`src/rtl/branch_redirect_ctrl.sv`:
```
// ============================================================================
// branch_redirect_ctrl
// ----------------------------------------------------------------------------
// Front-end sequencer for branches and jumps that resolve in EX. The front end
// statically predicts not-taken. A taken resolution with a word-aligned target
// does three things:
//   - issues a registered redirect to fetch over a valid/ready handshake
//   - flushes the IF/ID and ID/EX registers
//   - ignores further EX resolutions until the wrong path has drained
// A taken resolution with a misaligned target raises a one-cycle exception
// pulse and does nothing else.
//
// Parameters:
//   FLUSH_CYCLES  cycles the flushes stay high after the redirect handshake
//                 (0 allowed)
//   CNT_W         performance counter width
//
// Optional build macro:
//   BRANCH_REDIRECT_PERF_CNT_EN  builds the branch and taken counters. When it
//                                is undefined the counter ports are tied to 0.
//
// Ports:
//   i_Clk_1            clock, rising edge
//   i_Rst_n_1          synchronous active-low reset
//   i_ExValid_1        EX holds a valid branch/jump
//   i_IsCond_1         EX instruction is a conditional branch (0 = JAL/JALR)
//   i_Jump_1           resolved taken
//   i_Target_32        resolved target PC
//   i_RedirectReady_1  fetch accepts the redirect
//   o_RedirectValid_1  redirect request to fetch
//   o_RedirectPc_32    redirect target PC (holds its last value)
//   o_FlushIfId_1      flush IF/ID
//   o_FlushIdEx_1      flush ID/EX
//   o_Busy_1           not IDLE; EX resolutions are ignored
//   o_MisalignExc_1    one-cycle pulse for a taken, misaligned target
//   o_MisalignTval_32  offending target, valid with o_MisalignExc_1
//   o_BranchCnt_32     conditional branches resolved
//   o_TakenCnt_32      taken, aligned resolutions accepted
// ============================================================================
module branch_redirect_ctrl #(
    parameter int FLUSH_CYCLES = 2,
    parameter int CNT_W        = 32
) (
    input  logic              i_Clk_1,
    input  logic              i_Rst_n_1,
    input  logic              i_ExValid_1,
    input  logic              i_IsCond_1,
    input  logic              i_Jump_1,
    input  logic [31:0]       i_Target_32,
    input  logic              i_RedirectReady_1,
    output logic              o_RedirectValid_1,
    output logic [31:0]       o_RedirectPc_32,
    output logic              o_FlushIfId_1,
    output logic              o_FlushIdEx_1,
    output logic              o_Busy_1,
    output logic              o_MisalignExc_1,
    output logic [31:0]       o_MisalignTval_32,
    output logic [CNT_W-1:0]  o_BranchCnt_32,
    output logic [CNT_W-1:0]  o_TakenCnt_32
);

    // The counter must hold FLUSH_CYCLES; keep it at least one bit wide so the
    // FLUSH_CYCLES == 0 build still elaborates.
    localparam int FC_W = (FLUSH_CYCLES < 1) ? 1 : $clog2(FLUSH_CYCLES + 1);

    typedef enum logic [1:0] {
        IDLE     = 2'd0,
        REDIRECT = 2'd1,
        FLUSH    = 2'd2
    } stateT;

    stateT           stateQ, stateNxt;
    logic [FC_W-1:0] flushCntQ, flushCntNxt;

    // Resolutions are only looked at in IDLE. In REDIRECT and FLUSH, EX holds
    // wrong-path instructions.
    logic accept, acceptTaken, acceptMisalign;

    assign accept         = (stateQ == IDLE) && i_ExValid_1;
    assign acceptTaken    = accept && i_Jump_1 && (i_Target_32[1:0] == 2'b00);
    assign acceptMisalign = accept && i_Jump_1 && (i_Target_32[1:0] != 2'b00);

    // ------------------------------------------------------------------
    // State register
    // ------------------------------------------------------------------
    always_ff @(posedge i_Clk_1) begin
        if (!i_Rst_n_1) begin
            stateQ    <= IDLE;
            flushCntQ <= '0;
        end else begin
            stateQ    <= stateNxt;
            flushCntQ <= flushCntNxt;
        end
    end

    // ------------------------------------------------------------------
    // Next-state logic
    // ------------------------------------------------------------------
    always_comb begin
        stateNxt    = stateQ;
        flushCntNxt = flushCntQ;
        unique case (stateQ)
            IDLE: begin
                if (acceptTaken) stateNxt = REDIRECT;
            end
            REDIRECT: begin
                if (i_RedirectReady_1) begin
                    if (FLUSH_CYCLES > 0) begin
                        stateNxt    = FLUSH;
                        flushCntNxt = FC_W'(FLUSH_CYCLES);
                    end else begin
                        stateNxt = IDLE;
                    end
                end
            end
            FLUSH: begin
                flushCntNxt = flushCntQ - FC_W'(1);
                // With a count of 1, this is the last flush cycle.
                if (flushCntQ == FC_W'(1)) stateNxt = IDLE;
            end
            default: begin
                stateNxt    = IDLE;
                flushCntNxt = '0;
            end
        endcase
    end

    // ------------------------------------------------------------------
    // Output logic. Outputs are decoded from the next state and then
    // registered, so each one lines up with the state it describes and has
    // no combinational path from the inputs.
    // ------------------------------------------------------------------
    logic        validNxt, flushNxt, busyNxt, excNxt;
    logic [31:0] pcNxt, tvalNxt;

    always_comb begin
        validNxt = (stateNxt == REDIRECT);
        flushNxt = (stateNxt != IDLE);
        busyNxt  = (stateNxt != IDLE);
        excNxt   = acceptMisalign;
        pcNxt    = acceptTaken    ? i_Target_32 : o_RedirectPc_32;
        tvalNxt  = acceptMisalign ? i_Target_32 : o_MisalignTval_32;
    end

    always_ff @(posedge i_Clk_1) begin
        if (!i_Rst_n_1) begin
            o_RedirectValid_1 <= 1'b0;
            o_RedirectPc_32   <= '0;
            o_FlushIfId_1     <= 1'b0;
            o_FlushIdEx_1     <= 1'b0;
            o_Busy_1          <= 1'b0;
            o_MisalignExc_1   <= 1'b0;
            o_MisalignTval_32 <= '0;
        end else begin
            o_RedirectValid_1 <= validNxt;
            o_RedirectPc_32   <= pcNxt;
            o_FlushIfId_1     <= flushNxt;
            o_FlushIdEx_1     <= flushNxt;
            o_Busy_1          <= busyNxt;
            o_MisalignExc_1   <= excNxt;
            o_MisalignTval_32 <= tvalNxt;
        end
    end

    // ------------------------------------------------------------------
    // Performance counters (wrap modulo 2^CNT_W)
    // ------------------------------------------------------------------
`ifdef BRANCH_REDIRECT_PERF_CNT_EN
    logic [CNT_W-1:0] branchCntQ, takenCntQ;

    always_ff @(posedge i_Clk_1) begin
        if (!i_Rst_n_1) begin
            branchCntQ <= '0;
            takenCntQ  <= '0;
        end else begin
            if (accept && i_IsCond_1) branchCntQ <= branchCntQ + CNT_W'(1);
            if (acceptTaken)          takenCntQ  <= takenCntQ + CNT_W'(1);
        end
    end

    assign o_BranchCnt_32 = branchCntQ;
    assign o_TakenCnt_32  = takenCntQ;
`else
    // The conditional flag only feeds the branch counter.
    logic unusedIsCond;
    assign unusedIsCond   = i_IsCond_1;
    assign o_BranchCnt_32 = '0;
    assign o_TakenCnt_32  = '0;
`endif

endmodule

```
`config.mk`:
```
export PLATFORM = sky130hd
export DESIGN_NAME = branch_redirect_ctrl
export DESIGN_NICKNAME = d
export VERILOG_FILES = /design/src/rtl/branch_redirect_ctrl.sv
export SDC_FILE = /design/constraint.sdc
export NUM_CORES = 1
export LEC_CHECK = 0
export ABC_AREA = 1
export BUFFER_PORTS_ARGS = -buffer_cell sky130_fd_sc_hd__buf_2
export CORE_MARGIN = 4
export CORE_UTILIZATION = 39
export CTS_CLUSTER_DIAMETER = 40
export CTS_CLUSTER_SIZE = 16
export DETAILED_ROUTE_END_ITERATION = 7
export GPL_ROUTABILITY_DRIVEN = 0
export HOLD_SLACK_MARGIN = 0.05
export PLACE_DENSITY = 0.71
export SYNTH_ARGS = -nofsm -noshare
export SYNTH_HDL_FRONTEND = slang
export SYNTH_SLANG_ARGS = --single-unit
```
`constraint.sdc`:
```
create_clock -name i_Clk_1 -period 2.1 [get_ports i_Clk_1]
set_clock_uncertainty 0.2 [all_clocks]
set_input_delay 0.21 -clock i_Clk_1 [delete_from_list [all_inputs] [get_ports i_Clk_1]]
set_output_delay 0.21 -clock i_Clk_1 [all_outputs]
set_load 0.03 [all_outputs]
```
## Word level (Yosys, flattened, before mapping)

Cells that the tools add are included.

- Register bits: 71
- Bits of input ports: 38
- Logic and storage cells: 29

- $add $sub $neg: 1
- Eq/ne operators: 5
- Mux-type cells: 6
- Bitwise logic cells: 1
- Reductions and logical operators: 9

Operators with widths:

| kind | count |
|---|---|
| 2-bit one-hot mux with 3 select lines | 2 |
| 2-bit 2-to-1 mux | 4 |
| 2-bit by 1-bit equality test with 1-bit output, second input constant | 3 |
| 1-bit logical AND | 4 |
| 2-bit zero test | 2 |
| 2-bit nonzero test | 2 |
| 2-bit equality test, second input constant | 1 |
| 2-bit != test, second input constant | 1 |
| 2-bit AND reduction | 1 |
| 2-bit by 1-bit subtractor with 2-bit output, second input constant | 1 |
| 1-bit inverter | 1 |

## Logic depth before layout (Yosys ltp)

Gate-level depths: netlist (run 1).

- Word-level depth: 7
- Mapped depth: 9

## Least setup slack after synthesis (run 1)

OpenSTA, ideal clock, no wires.

- Path type: reg2reg
- Start: register stateQ[1]
- End: register o_RedirectPc_32[10]
- Arrival: 1.197 ns
- Required time: 1.787 ns
- Slack: 0.590 ns
- Stages on the path, launching flop included: 9
- Period minus slack after synthesis: 1.510 ns
- Cell sequence: dfxtp_1 -> inv_1 -> ha_1 -> nand2_1 -> nor2_4 -> nand2_4 -> buf_2 -> o21ai_1 -> nor2_1

- Longest elaborated chain between the ends: 4

RTL lines:

| item | RTL line | RTL |
|---|---|---|
| from (decl) | 72 | `stateT stateQ, stateNxt;` |
| from (signal assigned) | 91 | `stateQ <= stateNxt;` |
| 2-bit zero test | 79 | `assign accept = (stateQ == IDLE) && i_ExValid_1;` |
| 1-bit logical AND | 79 |  |
| 1-bit logical AND (2 in a row) | 80 | `assign acceptTaken = accept && i_Jump_1 && (i_Target_32[1:0] == 2'b00);` |
| to (signal assigned) | 156 | `o_RedirectPc_32 <= pcNxt;` |
| to (decl) | 52 | `output logic [31:0] o_RedirectPc_32,` |

Every way passes these cells.
A chain may end at the register's enable or synchronous reset.

## Worst setup path after layout (run 1)

- Start: register stateQ[1]
- End: register o_RedirectPc_32[25]

The elaborated chain is that of the path after synthesis.

==> results of run 1 <==
==> synthesized netlist by cell type, drive strengths merged <==
cell    number
buf         79
nand2       22
nor2       132
dfxtp       71
nand3        2
a21oi        4
o21ai       62
ha           5
conb         1
clkinv       1
inv         14
clkbuf       6
==> cells by family after synthesis <==
kind of cell,Yosys count,synth area share
AND/OR/NAND/NOR,156,0.1964
AO/OA/AOI/OAI,66,0.1067
buffers and inverters,100,0.2166
flip-flops,71,0.4590
adder cells (fa/ha/maj),5,0.02020
other,1,0.001211
==> repair_timing <==
| item | CTS | global route |
|---|---|---|
| setup endpoints to repair | 0 | 7 |
| hold buffers | 33 | 0 |
| resized for setup | 0 | 1 |
| endpoints found under the hold margin | 63 | 0 |
==> final cells by class <==
cell class / count / area (sq um)
multi-input combinational: 291 / 1241
tap: 102 / 127.6
timing repair buffer: 142 / 898.4
fill: 728 / 3799
clock buffer: 13 / 158.9
clock inverter: 3 / 17.52
sequential: 71 / 1421
inverter: 15 / 63.81
==> cells in the final DEF, fill, tap and decap left out <==
cell type      count
nor2_1           129
buf_2            105
dfxtp_1           71
conb_1            64
o21ai_1           60
dlygate4sd3_1     33
nand2_1           21
inv_1             13
clkbuf_8          11
ha_1               5
a21oi_1            4
buf_4              3
nor2_2             2
nand3_1            2
o21ai_0            2
clkbuf_1           2
clkinv_2           2
nor2_4             1
nand2_4            1
inv_8              1
inv_2              1
clkinvlp_4         1
buf_12             1
==> power by group through the flow <==
stage / Sequential (mW) / Combinational, mW / Clock (mW)
2_1_floorplan: 1.60 / 0.391 / 0
5_1_grt: 1.45 / 0.662 / 1.06
6_report: 1.45 / 0.612 / 0.971
4_1_cts: 1.45 / 0.609 / 1.01
3_3_place_gp: 1.47 / 0.556 / 0
3_5_place_dp: 1.48 / 0.561 / 0
==> per-stage QoR <==
| stage | setup slack (ns) | power, mW |
|---|---|---|
| after floorplan | 0.5898 | 1.993 |
| after global placement | 0.2064 | 2.029 |
| after detailed placement | 0.1545 | 2.037 |
| after CTS | 0.1337 | 3.062 |
| after global routing | 0.08738 | 3.180 |
| final | 0.2659 | 3.029 |
==> layer usage <==
metal / part of all wire / wire (um)
met1: 0.41 / 3011
met2: 0.50 / 3705
met3: 0.078 / 576
met4: 0.011 / 82
met5: 0 / 0
==> path summary, 6_finish.rpt <==
check                      from  slack (ns)  depth (start not counted)                   to
min           i_RedirectReady_1        0.11                          6    o_RedirectValid_1
max reg2reg           stateQ[1]        0.27                          8  o_RedirectPc_32[25]
min reg2reg  o_RedirectPc_32[0]        0.24                          2   o_RedirectPc_32[0]
max                   stateQ[1]        0.27                          8  o_RedirectPc_32[25]
==> worst max-delay path, cell delays in order (launching register included) <==
cell and delay [ns]:
dfxtp_1 0.35, inv_1 0.10, ha_1 0.22, nand2_1 0.11
nor2_4 0.13, nand2_4 0.19, buf_12 0.22, o21ai_1 0.14
nor2_1 0.06
==> flip-flops by register name, summed over array words and instances, names as in the netlist <==
register,cells
stateQ,2
o_Busy_1,1
flushCntQ,2
o_RedirectValid_1,1
o_MisalignTval_32,32
o_RedirectPc_32,32
o_MisalignExc_1,1
==> results.json, run 1 <==
{
  "cts.sinks": 71,
  "clock_network_power_share": 0.321,
  "power_report.internal_total_mw": 2.070,
  "p_per_area_nw_per_um2": 771.1,
  "critical_path.max_fanout": 19,
  "post-route-drc-count": 0,
  "p_comb_frac": 0.202,
  "floorplan.die.height_um": 97.11,
  "post-cts-setup-buffer-count": 0,
  "timing_worst_setup_path_type": "reg -> reg",
  "synth_largest_type_area_fraction": 0.4590,
  "layout-drive-gt1-share": 0.2411,
  "ys_ff_latch": 71,
  "power.static_leakage_nw": 2.056,
  "via_count_of_the_first_global_routing_pass": 2537,
  "initial_antenna_violation_count": 0,
  "final_net_count": 573,
  "count_of_warnings_emitted_by_yosys": 0,
  "arrival_ns": 1.86,
  "tritoncts": "built",
  "drv_cap": 0,
  "die_w_um": 97.11,
  "grtUsageMet2": 0.2765,
  "finish.utilization": 0.5084,
  "cts.htree.levels": 3,
  "start_util": 0.4007,
  "num_vias": 2692,
  "fin_crit_sh": 0.8734,
  "diodes": 0,
  "grt_start_max_net_pins": 41,
  "switching_share": 0.3167,
  "cp-end-kind": "flop",
  "period_minus_slack_ns": 1.834,
  "synth.largest_area_cell": "dfxtp_1",
  "power.share.sequential": 0.477,
  "clock.fmax_mhz": 545.2,
  "numCtsBuffers": 9,
  "setup_total_negative_slack_ns": 0,
  "synthesis.area_sq_um": 3097,
  "use_met1": 0.1878,
  "port_buffers": 105,
  "grt_setup_unrepaired": "false",
  "num_rows": 32,
  "crit_path_start_kind": "flop",
  "dp.cells": 588,
  "detailed_place.area_sq_um": 3420,
  "drtPass1Iterations": 4,
  "finish.cell_count_without_fillers": 637,
  "finalHoldViolations": 0,
  "finalHoldWorstSlack_ns": 0.1118,
  "globalRouteOverflowTotal": 0,
  "ys_seq_area_frac": 0.4590,
  "syn_avg_cell_area_sq_um": 7.761,
  "grt.total_usage": 0.1580,
  "maxSlewHeadroom": 0.6324,
  "yosys.cell_types.count": 19,
  "postSynthCellCount": 399,
  "ios": 171,
  "clock_latency_ns": 0.32,
  "core_area_sq_um": 7727,
  "detailed_place_hpwl_um": 4902,
  "route.detailed.vias_per_inst": 4.226,
  "gr-usage-met3": 0.04523,
  "clkSlewWorstSetupHoldPaths_ns": 0.07,
  "antenna_violating_nets_post_route": 0,
  "switching_power_uw": 959.3,
  "drt_wl_total_um": 7375,
  "avgRoutedWirePerCell_um": 11.58,
  "worst_endpoint_required_time_ns": 2.13,
  "worst-slew-pin-transition_ns": 0.5506,
  "final_cell_area_sq_um": 3929,
  "grt_busiest_layer": "met2",
  "netlist_top_cells_area": "dfxtp_1 46%, buf_4 17%, nor2_1 16%",
  "worst_ir_drop_vdd_mv": 0.5516,
  "layout-area-overhead-vs-synth_pct": 26.87,
  "status": "finished, final reports clean",
  "grt_pass1_wl_um": 12390,
  "die_area_sq_um": 9430,
  "cts-root-to-sink-buffers": 2,
  "setup_viol_count_final": 0,
  "cts.root.buffer_cell": "clkbuf_8",
  "slew_viol_final": 0,
  "initialDrtViolationCount": 49,
  "min_delay_worst_type": "in -> reg"
}
Power figures use the tool's default switching activity.
==> inputs of run 2 (changes only) <==
- CTS_CLUSTER_SIZE: 16 -> default
- PLACE_DENSITY: 0.71 -> 0.76
==> results.json, run 2 (synthesis results as in run 1) <==
{
  "initial_antenna_violation_count": 0,
  "grt_start_max_net_pins": 65,
  "clock_network_power_share": 0.302,
  "power_report.internal_total_mw": 1.996,
  "wire_length_on_met3_um": 620,
  "avgRoutedWirePerCell_um": 12.00,
  "timing_worst_setup_path_type": "reg -> reg",
  "numCtsBuffers": 9,
  "ios": 171,
  "largestRegisters": "o_MisalignTval_32: 32 flops, o_RedirectPc_32: 32 flops",
  "worst-slew-pin-transition_ns": 0.6058,
  "post-route-drc-count": 0,
  "finish.utilization": 0.5037,
  "highest_layer": "met4",
  "final.setup.worst_slack_ns": 0.2015,
  "port_buffers": 105,
  "final_common_cell": "nor2_1",
  "drt_wl_total_um": 7634,
  "cts.root.buffer_cell": "clkbuf_8",
  "finalHoldViolations": 0,
  "initialDrtViolationCount": 78,
  "antenna_violating_nets_post_route": 0,
  "die_w_um": 97.11,
  "diodes": 0,
  "start_util": 0.4007,
  "drv_cap": 0,
  "layout-area-overhead-vs-synth_pct": 25.70,
  "critical_path.max_fanout": 31,
  "final_cell_area_sq_um": 3892,
  "fin_crit_sh": 0.9041,
  "p_per_area_nw_per_um2": 757.9,
  "die_area_sq_um": 9430,
  "setup_total_negative_slack_ns": 0,
  "layout.filler_cells": 757,
  "grt.total_usage": 0.1615,
  "finish.cell_count_without_fillers": 636,
  "core_area_sq_um": 7727,
  "layout-drive-gt1-share": 0.2397,
  "met2RoutedLength_um": 3941,
  "reg2reg_setup_slack_ns": 0.20,
  "dpl_ws_ns": 0.2356,
  "crit_path_start_kind": "flop",
  "cts.htree.levels": 3,
  "route.detailed.vias_per_inst": 4.239,
  "clock.fmax_mhz": 526.7,
  "detailed_place.area_sq_um": 3407,
  "power.static_leakage_nw": 2.041,
  "met1_length_um": 2948,
  "grt_pass1_wl_um": 12520,
  "power.share.sequential": 0.490,
  "tritoncts": "built",
  "final_net_count": 573,
  "switching_share": 0.3233,
  "detailed_place_hpwl_um": 5040,
  "min_delay_worst_type": "in -> reg",
  "floorplan.die.height_um": 97.11,
  "slew_viol_final": 0,
  "num_rows": 32,
  "worst_ir_drop_vdd_mv": 0.3209,
  "worst_endpoint_required_time_ns": 2.16,
  "period_minus_slack_ns": 1.899,
  "globalRouteOverflowTotal": 0,
  "p_comb_frac": 0.208,
  "arrival_ns": 1.96,
  "switching_power_uw": 953.9,
  "ctsResizeCount": 0,
  "status": "finished, final reports clean",
  "clock_latency_ns": 0.33,
  "cp-end-kind": "flop",
  "via_count_of_the_first_global_routing_pass": 2625,
  "dp.cells": 588,
  "most-common-layout-cells": "129 x nor2_1, 105 x buf_2, 71 x dfxtp_1, 64 x conb_1, 60 x o21ai_1",
  "cts-root-to-sink-buffers": 2,
  "cts.sinks": 71,
  "maxSlewHeadroom": 0.5955,
  "clkSlewWorstSetupHoldPaths_ns": 0.07,
  "grt_setup_unrepaired": "false",
  "num_vias": 2696,
  "drtPass1Iterations": 4,
  "setup_viol_count_final": 0
}
run 2: cell count changes in the layout (fill, tap and decap cells not counted):
cell | before | now
clkinvlp_4 | 1 | 0
inv_8 | 1 | 0
buf_12 | 1 | 0
buf_4 | 3 | 4
clkinv_4 | 0 | 2
clkinv_2 | 2 | 3
clkbuf_8 | 11 | 9
run 2: worst paths after layout:
check,startpoint,endpoint,cells after the start
max,stateQ[1],o_MisalignTval_32[4],7
min,i_RedirectReady_1,o_RedirectValid_1,6
max reg2reg,stateQ[1],o_MisalignTval_32[4],7
min reg2reg,o_RedirectPc_32[0],o_RedirectPc_32[0],2
run 2: timing repair:
item / in CTS / in global routing
hold buffers: 33 / 0
hold endpoints to repair: 63 / 0
buffers inserted: 0 / 0
run 2: critical path: stages, from the launching register on:
cell and delay [ns]:
dfxtp_1 0.38, inv_1 0.10, ha_1 0.24, nand3_1 0.11, nor2_2 0.05, inv_2 0.45, nor2_1 0.13, nor2_1 0.16
run 2: through the flow:
step	hold slack [ns]	power, mW
floorplan	0.1445	1.993
global placement	0.2217	2.028
detailed placement	0.2280	2.038
CTS	0.06081	2.997
global route	0.1054	3.105
finish	0.08475	2.950
run 2: layout make-up:
class                      count  area, sq um  share of cell area
clock inverter                 4        23.77            0.006107
multi-input combinational    291         1241              0.3189
clock buffer                  11        131.4             0.03375
inverter                      15        61.31             0.01575
sequential                    71         1421              0.3652
tap                          102        127.6             0.03279
timing repair buffer         142        885.9              0.2276
run 2: metal layers:
metal  vias to the layer above  global-route usage
met3                        15             0.05887
met2                       107              0.2919
met5                         -                   0
li1                       1380                   -
met4                         0             0.05940
met1                      1194              0.1710
run 2: power groups by stage:
| stage | Sequential, mW | Combinational (mW) | Clock (mW) |
|---|---|---|---|
| 3_5_place_dp | 1.48 | 0.562 | 0 |
| 2_1_floorplan | 1.60 | 0.391 | 0 |
| 3_3_place_gp | 1.47 | 0.555 | 0 |
| 4_1_cts | 1.45 | 0.610 | 0.942 |
| 5_1_grt | 1.45 | 0.661 | 0.991 |
| 6_report | 1.45 | 0.614 | 0.890 |
==> inputs of run 3 (changes only) <==
- CTS_BUF_LIST: default -> sky130_fd_sc_hd__clkbuf_8 sky130_fd_sc_hd__clkbuf_16
- GPL_TIMING_DRIVEN: default -> 0
==> results.json, run 3 (synthesis results as in run 1) <==
{
  "status": "finished, final reports clean",
  "largestRegisters": "o_MisalignTval_32: 32 flops, o_RedirectPc_32: 32 flops",
  "worst_r2r_startpoint": "stateQ[1]",
  "most-common-layout-cells": "129 x nor2_1, 112 x buf_2, 71 x dfxtp_1, 69 x buf_4, 64 x conb_1",
  "start_util": 0.4007,
  "reg2reg_to": "o_MisalignTval_32[25]",
  "cp-end-kind": "flop",
  "layout-drive-gt1-share": 0.3323,
  "num_vias": 2965,
  "timing_worst_setup_path_type": "reg -> reg",
  "die_area_sq_um": 9430,
  "power.static_leakage_nw": 2.465,
  "crit_path_top_delay_cell": "dfxtp_1",
  "route.detailed.vias_per_inst": 4.124,
  "cp-endpoint": "o_MisalignTval_32[25]",
  "finalHoldViolations": 0,
  "tritoncts": "built",
  "grt_setup_unrepaired": "false",
  "ios": 171,
  "diodes": 0,
  "post-cts-setup-buffer-count": 0,
  "post-route-drc-count": 0,
  "grt_pass1_wl_um": 14390,
  "fin_crit_sh": 0.8541,
  "cts.root.buffer_cell": "clkbuf_8",
  "cts-root-to-sink-buffers": 2,
  "globalRouteOverflowTotal": 0,
  "reg2reg_setup_slack_ns": 0.31,
  "worst_endpoint_required_time_ns": 2.13,
  "layout-area-overhead-vs-synth_pct": 45.37,
  "grt.total_usage": 0.1865,
  "final_common_cell": "nor2_1",
  "reg2reg_depth": 8,
  "p_per_area_nw_per_um2": 695.4,
  "crit_path_start_kind": "flop",
  "drt_wl_total_um": 8357,
  "num_rows": 32,
  "port_buffers": 105,
  "setup_viol_count_final": 0,
  "arrival_ns": 1.82,
  "grt_busiest_layer": "met2",
  "crit_cells": 8,
  "cts.sinks": 71,
  "clock.fmax_mhz": 557.5,
  "crit_start": "stateQ[1]",
  "slowest_delay_ns": 0.34,
  "initial_antenna_violation_count": 0,
  "grtUsageMet2": 0.3344,
  "cpLargestDelayFamily": "simple AND/OR/NAND/NOR gates",
  "final_net_count": 655,
  "initialDrtViolationCount": 151,
  "critical_path.max_fanout": 10,
  "grt_start_max_net_pins": 12,
  "critPathBufInv": 3,
  "clock_latency_ns": 0.33,
  "core_area_sq_um": 7727,
  "numCtsBuffers": 9,
  "worstPathCellList": "inv_1 -> ha_1 -> nand3_1 -> nor2_2 -> inv_2 -> buf_2 -> nor2_1 -> nor2_1",
  "cts.htree.levels": 3,
  "gr-usage-met3": 0.06389,
  "use_met1": 0.2039,
  "floorplan.die.height_um": 97.11,
  "via_count_of_the_first_global_routing_pass": 2956,
  "finalHoldWorstSlack_ns": 0.1006,
  "worst_ir_drop_vdd_mv": 0.4339,
  "die_w_um": 97.11,
  "period_minus_slack_ns": 1.794,
  "clkSlewWorstSetupHoldPaths_ns": 0.07,
  "avgRoutedWirePerCell_um": 11.62,
  "detailed_place_hpwl_um": 6192,
  "antenna_violating_nets_post_route": 0,
  "slew_viol_final": 0,
  "setup_total_negative_slack_ns": 0,
  "drtPass1Iterations": 4,
  "drv_cap": 0,
  "min_delay_worst_type": "in -> reg",
  "cell_with_the_most_instances_on_the_worst_path": "nor2_1"
}
==> run 3: cell types whose count changed in the layout (fill, tap and decap cells not counted) <==
cell           delta
buf_4            +65
buf_2             +7
clkbuf_1          +4
buf_6             +3
clkbuf_8          +2
clkinv_2          +1
clkinv_4          -1
dlygate4sd3_1     +1
inv_1             +1
==> run 3: what timing repair did <==
item	CTS	global route
hold buffers	34	0
endpoints found under the setup margin	0	0
resized for setup	0	0
hold endpoints to repair	64	0
==> run 3: worst register-to-register path: stages (launching register included) <==
cell     delay [ns]
dfxtp_1        0.34
inv_1          0.11
ha_1           0.23
nand3_1        0.10
nor2_2         0.24
inv_2          0.08
buf_2          0.20
nor2_1         0.12
nor2_1         0.06
==> run 3: layout make-up <==
type | count | area, sq um
Inverter | 15 | 61.31
Fill cell | 720 | 3226
Timing Repair Buffer | 139 | 865.8
Tap cell | 102 | 127.6
Clock inverter | 5 | 23.77
Multi-Input combinational cell | 291 | 1241
Clock buffer | 11 | 151.4
Sequential cell | 71 | 1421
Buffer | 85 | 609.3
==> run 3: worst min-delay path by stage <==
| stage | from | to | depth (start not counted) |
|---|---|---|---|
| after floorplan | i_Target_32[31] | o_MisalignTval_32[31] | 2 |
| after global placement | o_RedirectPc_32[0] | o_RedirectPc_32[0] | 2 |
| after detailed placement | o_RedirectPc_32[0] | o_RedirectPc_32[0] | 2 |
| after CTS | i_Jump_1 | o_MisalignTval_32[1] | 5 |
| after global routing | i_Jump_1 | o_MisalignTval_32[0] | 5 |
| final | i_Jump_1 | o_MisalignTval_32[1] | 5 |
==> run 3: per-stage QoR <==
stage	power (mW)	setup slack (ns)	std cells	instance area, sq um	util
6_report	3.130	0.3063	719	4502	0.5826
5_1_grt	3.303	0.1236	719	4502	0.5826
4_1_cts	3.165	0.2899	719	4502	0.5826
3_5_place_dp	2.149	0.3056	669	3986	0.5159
3_3_place_gp	2.137	0.3643	669	3986	0.5159
2_1_floorplan	1.993	0.5898	462	3333	-
==> run 3: metal layers <==
layer  wire length [um]  share of wire
met5                  0              0
met4                184          0.022
met3                646          0.077
met2               4379           0.52
met1               3147           0.38
==> run 3: where the power goes <==
part	switching, mW	total (mW)	internal, mW	leakage, nW
clock	0.475	0.956	0.481	0.100
combinational	0.471	0.727	0.257	1.79
sequential	0.0335	1.45	1.41	0.579
